## src/rtl/gpioemu_pkg.sv

```systemverilog
// Shared constants and types for the gpioemu result FIFO: register offsets,
// entry layout and status word packing.
package gpioemu_pkg;

  localparam int unsigned OFS_W    = 0;
  localparam int unsigned OFS_L    = 8;
  localparam int unsigned OFS_STAT = 16;

  localparam int unsigned RES_W_BITS = 32;
  localparam int unsigned RES_L_BITS = 24;
  localparam int unsigned ENTRY_W    = 1 + RES_L_BITS + RES_W_BITS;

  localparam int unsigned STAT_FULL_BIT  = 15;
  localparam int unsigned STAT_EMPTY_BIT = 14;
  localparam int unsigned STAT_CNT_W     = 7;

  localparam int unsigned FLUSH_BIT    = 0;
  localparam int unsigned CLR_DROP_BIT = 1;

  typedef struct packed {
    logic                  ovf;
    logic [RES_L_BITS-1:0] l;
    logic [RES_W_BITS-1:0] w;
  } entry_t;

  // Status word: {drop_cnt, 8'b0, full, empty, 7'b0, count}
  function automatic logic [31:0] pack_status(input logic [7:0] drop,
                                              input logic full,
                                              input logic empty,
                                              input logic [STAT_CNT_W-1:0] cnt);
    logic [31:0] s;
    s = '0;
    s[31:24]          = drop;
    s[STAT_FULL_BIT]  = full;
    s[STAT_EMPTY_BIT] = empty;
    s[STAT_CNT_W-1:0] = cnt;
    return s;
  endfunction

endpackage

```

## src/rtl/gpioemu_sync_fifo.sv

```systemverilog
// Single-clock FIFO with first-word-fall-through head, flush, and a look-ahead
// empty flag so the owner can register a pending indication without extra lag.
module gpioemu_sync_fifo
  import gpioemu_pkg::*;
#(
  parameter int WIDTH = ENTRY_W,
  parameter int DEPTH = 8
) (
  input  logic                     clk,
  input  logic                     reset,
  input  logic                     push,
  input  logic                     pop,
  input  logic                     flush,
  input  logic [WIDTH-1:0]         din,
  output logic [WIDTH-1:0]         dout,
  output logic [$clog2(DEPTH):0]   count,
  output logic                     full,
  output logic                     empty,
  output logic                     empty_next
);

  localparam int AW = $clog2(DEPTH);
  localparam int CW = AW + 1;

  logic [WIDTH-1:0] mem_q [DEPTH];
  logic [AW-1:0]    wr_ptr_q, wr_ptr_d;
  logic [AW-1:0]    rd_ptr_q, rd_ptr_d;
  logic [CW-1:0]    count_q,  count_d;
  logic             do_push, do_pop;

  assign full  = (count_q == CW'(DEPTH));
  assign empty = (count_q == '0);
  assign count = count_q;
  assign dout  = mem_q[rd_ptr_q];

  // A pop in the same cycle frees the slot, so a push at full is still taken.
  assign do_pop  = pop & ~empty & ~flush;
  assign do_push = push & (~full | do_pop) & ~flush;

  always_comb begin
    wr_ptr_d = wr_ptr_q;
    rd_ptr_d = rd_ptr_q;
    count_d  = count_q;
    if (flush) begin
      wr_ptr_d = '0;
      rd_ptr_d = '0;
      count_d  = '0;
    end else begin
      if (do_push) wr_ptr_d = wr_ptr_q + AW'(1);
      if (do_pop)  rd_ptr_d = rd_ptr_q + AW'(1);
      count_d = count_q + CW'(do_push) - CW'(do_pop);
    end
  end

  assign empty_next = (count_d == '0);

  always_ff @(posedge clk or posedge reset) begin
    if (reset) begin
      wr_ptr_q <= '0;
      rd_ptr_q <= '0;
      count_q  <= '0;
    end else begin
      wr_ptr_q <= wr_ptr_d;
      rd_ptr_q <= rd_ptr_d;
      count_q  <= count_d;
    end
  end

  always_ff @(posedge clk) begin
    if (do_push) mem_q[wr_ptr_q] <= din;
  end

endmodule

```

## src/rtl/gpioemu_result_fifo.sv

```systemverilog
// Queues multiply/popcount results and serves them to the host through a
// three-register window; tracks dropped results and signals pending data.
module gpioemu_result_fifo
  import gpioemu_pkg::*;
#(
  parameter int          DEPTH     = 8,
  parameter logic [15:0] ADDR_BASE = 16'h03B0
) (
  input  logic        clk,
  input  logic        reset,
  input  logic        res_valid,
  input  logic [31:0] res_w,
  input  logic [23:0] res_l,
  input  logic        res_ovf,
  input  logic [15:0] saddress,
  input  logic        srd,
  input  logic        swr,
  input  logic [31:0] sdata_in,
  output logic [31:0] sdata_out,
  output logic        res_pending
);

  localparam int          CW        = $clog2(DEPTH) + 1;
  localparam logic [15:0] ADDR_W    = ADDR_BASE + 16'(OFS_W);
  localparam logic [15:0] ADDR_L    = ADDR_BASE + 16'(OFS_L);
  localparam logic [15:0] ADDR_STAT = ADDR_BASE + 16'(OFS_STAT);

  logic        srd_q, swr_q;
  logic [31:0] sdata_out_q, sdata_out_d;
  logic [7:0]  drop_cnt_q, drop_cnt_d;
  logic        res_pending_q, res_pending_d;

  logic        rd_ev, wr_ev;
  logic        sel_w, sel_l, sel_stat;
  logic        pop, push, flush, clr_drop, drop;
  entry_t      din, head;
  logic [CW-1:0] fifo_count;
  logic        fifo_full, fifo_empty, fifo_empty_next;

  logic unused_sdata_in;
  assign unused_sdata_in = ^{sdata_in[31:2]};

  assign rd_ev    = srd & ~srd_q;
  assign wr_ev    = swr & ~swr_q;
  assign sel_w    = (saddress == ADDR_W);
  assign sel_l    = (saddress == ADDR_L);
  assign sel_stat = (saddress == ADDR_STAT);

  assign pop      = rd_ev & sel_l & ~fifo_empty;
  assign flush    = wr_ev & sel_stat & sdata_in[FLUSH_BIT];
  assign clr_drop = wr_ev & sel_stat & sdata_in[CLR_DROP_BIT];
  assign push     = res_valid & (~fifo_full | pop) & ~flush;
  assign drop     = res_valid & fifo_full & ~pop & ~flush;

  assign din = '{ovf: res_ovf, l: res_l, w: res_w};

  gpioemu_sync_fifo #(
    .WIDTH (ENTRY_W),
    .DEPTH (DEPTH)
  ) u_fifo (
    .clk        (clk),
    .reset      (reset),
    .push       (push),
    .pop        (pop),
    .flush      (flush),
    .din        (din),
    .dout       (head),
    .count      (fifo_count),
    .full       (fifo_full),
    .empty      (fifo_empty),
    .empty_next (fifo_empty_next)
  );

  always_comb begin
    drop_cnt_d = drop_cnt_q;
    if (clr_drop)
      drop_cnt_d = '0;
    else if (drop && drop_cnt_q != 8'hFF)
      drop_cnt_d = drop_cnt_q + 8'd1;
  end

  // Read data is captured only on a read event and held until the next one.
  always_comb begin
    sdata_out_d = sdata_out_q;
    if (rd_ev) begin
      sdata_out_d = '0;
      if (sel_w && !fifo_empty)
        sdata_out_d = head.w;
      else if (sel_l && !fifo_empty)
        sdata_out_d = {7'b0, head.ovf, head.l};
      else if (sel_stat)
        sdata_out_d = pack_status(drop_cnt_q, fifo_full, fifo_empty,
                                  STAT_CNT_W'(fifo_count));
    end
  end

  assign res_pending_d = ~fifo_empty_next;

  always_ff @(posedge clk or posedge reset) begin
    if (reset) begin
      srd_q         <= 1'b0;
      swr_q         <= 1'b0;
      sdata_out_q   <= '0;
      drop_cnt_q    <= '0;
      res_pending_q <= 1'b0;
    end else begin
      srd_q         <= srd;
      swr_q         <= swr;
      sdata_out_q   <= sdata_out_d;
      drop_cnt_q    <= drop_cnt_d;
      res_pending_q <= res_pending_d;
    end
  end

  assign sdata_out   = sdata_out_q;
  assign res_pending = res_pending_q;

endmodule

```

## config.mk

```make
export PLATFORM = sky130hd
export DESIGN_NAME = gpioemu_result_fifo
export DESIGN_NICKNAME = d
export VERILOG_FILES = /design/src/rtl/gpioemu_pkg.sv /design/src/rtl/gpioemu_sync_fifo.sv /design/src/rtl/gpioemu_result_fifo.sv
export SDC_FILE = /design/constraint.sdc
export NUM_CORES = 1
export LEC_CHECK = 0
export ABC_AREA = 1
export BUFFER_PORTS_ARGS = -buffer_cell sky130_fd_sc_hd__buf_2
export CAP_MARGIN = 25
export CORE_MARGIN = 5
export CORE_UTILIZATION = 45
export CTS_BUF_LIST = sky130_fd_sc_hd__clkbuf_16
export CTS_CLUSTER_DIAMETER = 100
export DETAILED_ROUTE_END_ITERATION = 16
export GPL_ROUTABILITY_DRIVEN = 0
export PLACE_DENSITY = 0.63
export SYNTH_ARGS = -nofsm -noshare
export SYNTH_HDL_FRONTEND = slang
export SYNTH_HIERARCHICAL = 1
export SYNTH_SLANG_ARGS = --single-unit
```

## constraint.sdc

```tcl
create_clock -name clk -period 14.1 [get_ports clk]
set_clock_uncertainty 0.1 [all_clocks]
set_input_delay 3.525 -clock clk [delete_from_list [all_inputs] [get_ports clk]]
set_output_delay 3.525 -clock clk [all_outputs]
set_load 0.1 [all_outputs]
```

==> out/qor.csv <==
metric,value,unit
status,finished clean,
Slew Limit Fails,0,
share of the synthesized area in the top cell type,65.7,%
Power Density,153,mW/mm^2
Post-Syn Instances,1723,
Die ar.,0.0508,sq mm
Slew HR,28.3,%
required time worst endpoint,14.48,ns
Clock Latency Late Sink,0.60,ns
final net count,1925,
area growth from synthesis to layout,12.7,%
DRC,0,
"area leader, netlist",edfxtp_1,
Synthesized Nets,1843,
antenna violations before repair,8,
Placed Instance Area,0.0218,sq mm
DP HPWL,27300,um
post-cts sizing count,0,
synth top area cells,"edfxtp_1 (66%), dfrtp_1 (6.4%), nand2_1 (4.8%)",
measured slew at the worst slew-check pin,1.07,ns
CP top delay family,simple AND/OR/NAND/NOR gates,
vias in the first global route,13100,
Initial Utilization,45.8,%
CP peak stage delay,0.60,ns
final hold violation count,0,
CTS sink cnt,509,
deepest clock path buffer count,3,
Pre-antenna DRT Iters,5,
"count leader, synth",edfxtp_1,
critical path arrival,7.23,ns
largest family of logic cells by synthesized area,simple AND/OR/NAND/NOR gates,
total congestion overflow,0,
number of synthesized flops with an enable pin,456,
mux cell area share after synthesis,0,%
FILL cells,3855,
Setup CP Type,in2reg,
first-pass GRT wire length,78300,um
R2R Path Start,u_fifo/count[2],
Ys Warns,6,
Die Height,225,um
H-tree levels,2,
setup TNS,0,ns
Post-DRT Antenna Nets,0,
startpoint class of the critical path,input port,
CTS Root Cell,clkbuf_16,
sequential share of the synthesized area,72.0,%
wire per inst,21.1,um
Commonest cells post-synth,"edfxtp_1 (456), nand2_1 (268), nor2_1 (258), o21ai_0 (140), o21ai_1 (129)",
Post-CTS Setup Inserts,0,
crit share post-route,48.6,%
Detailed Route WL,51800,um
die width,225,um
Synth cell types,32,
Syn Area/Cell,12.1,sq um
fin area,0.0235,sq mm
Critical Path Start,saddress[15],
CP most frequent cell,inv_1,
simple-gate share of the synthesized area,12.2,%
row count,78,
number of synthesized register bits,509,
Syn Std Cell Area,0.0209,sq mm
RSZ-0062 raised after global routing,no,
initial drt markers,1226,
Post-synth top flop,edfxtp_1,
Hold Crit Start,sdata_out[12],
CP Capture Type,register,
clock transition at the registers of the reported paths,0.06,ns
worst-path maximum fanout,31,
worst path cell trace,buf_2 -> nor2_1 -> nand2_1 -> nor2_4 -> nand4_1 -> a21oi_1 -> nand3_2 -> ha_1 -> inv_1 -> ha_1 -> fa_1 -> xor2_1 -> nand2_1 -> nand3_1 -> inv_1 -> inv_1,
Final Critical Period,6.86,ns
GRT Total Usage,20.0,%
I/O pin total,143,
Lkg Pwr,0.00855,uW
FMAX,146,MHz
post-synthesis xor/xnor area fraction,0.336,%
"Async S/R FF share, synth",10.4,%
Buf/Inv on CP,4,
Post-Synth Adder-Cell Area,0.636,%
core area,0.0456,sq mm
routed vias/inst,5.58,
# hold bufs at CTS,0,
final setup vio count,0,
Num CTS Buffers,52,
CP max-delay cell,nor2_4,
CTS tree,built,
peak supply drop,0.0000884,V
vias,13700,
largest net degree at the start of global routing,144,
Hold Path Class,reg2reg,
maxcap violations,0,
post-synthesis compound-gate area fraction,10.5,%
Port Buffers,112,
layout cells sized above 1,12.8,%
-- final cells by class --
cell class	instances	area, sq um	share of cell area (%)
flip-flops and latches	509	15000	63.9
multi-input cells	1046	4990	21.2
clock buffers	54	1350	5.75
repair buffers	136	846	3.60
well taps	600	751	3.19
clock inverters	42	308	1.31
inverters	60	234	0.995
diodes	3	7.51	0.0319
-- through the flow --
step / total power (uW) / cells / util [%] / hold slack [ns] / setup WS (ns)
after floorplan: 2140 / 1723 / - / 0.417 / 6.50
after global placement: 2280 / 2345 / 47.6 / 0.361 / 6.72
after detailed placement: 2300 / 2348 / 47.8 / 0.361 / 6.64
after CTS: 3620 / 2444 / 51.4 / 0.384 / 7.24
after global routing: 3740 / 2447 / 51.6 / 0.409 / 6.98
final: 3600 / 2450 / 51.6 / 0.378 / 7.24
-- cells by family (layout without fill, tap and decap cells) --
family | Yosys count | after routing
buffers and inverters | 168 | 292
adders and majority gates | 10 | 10
DFF | 509 | 509
other | 0 | 3
xor gates and xnor gates | 8 | 8
AOI/OAI and AO/OA | 407 | 407
and+or+nand+nor | 621 | 621
-- cells in the final DEF (no fill, tap or decap), drive strengths merged --
cell      count
o21ai       269
bufinv        4
clkinv       27
edfxtp      456
nor3b         1
diode         3
dfrtp        53
clkinvlp      2
fa            1
nand4        34
inv          69
xor2          7
a21oi        23
nor2        265
ha            9
o22ai       115
nand3        52
buf         136
xnor2         1
clkbuf       54
nand2       269
-- worst paths after layout --
path	end	slack [ns]	depth (start not counted)
worst max-delay path	res_pending	7.24	16
worst min-delay path	sdata_out[12]	0.38	2
worst max register to register	res_pending	9.53	19
worst min register to register	sdata_out[12]	0.38	2
max in group asynchronous	sdata_out[5]	10.57	3
min in group asynchronous	sdata_out[26]	2.80	2
-- power breakdown --
| group | internal [uW] | switching [uW] |
|---|---|---|
| combinational | 92.9 | 267 |
| clock | 765 | 562 |
| sequential | 1860 | 52.8 |
-- worst reg2reg max path: cells and delay by family, from the launching register on --
family | cells | cell delay, ns
buffers and inverters | 6 | 0.35
XOR/XNOR | 1 | 0.17
AO/OA/AOI/OAI | 1 | 0.49
adder cells (fa/ha/maj) | 4 | 1.26
AND/OR/NAND/NOR | 7 | 1.71
flip-flops | 1 | 0.36
-- state kept, by name (all words and copies together) (netlist names) --
signal	count
srd_q	1
sdata_out	32
swr_q	1
res_pending	1
drop_cnt_q	8
u_fifo/mem_q	456
u_fifo/count	4
u_fifo/rd_ptr_q	3
u_fifo/wr_ptr_q	3
-- per-layer routing --
layer,global-route usage [%],vias up,wire length [um]
met5,0,-,92
met4,6.35,14,1490
met3,4.60,101,3770
met2,31.6,423,24200
met1,28.0,6780,22300
li1,-,6360,-
Power figures use the tool's default switching activity.
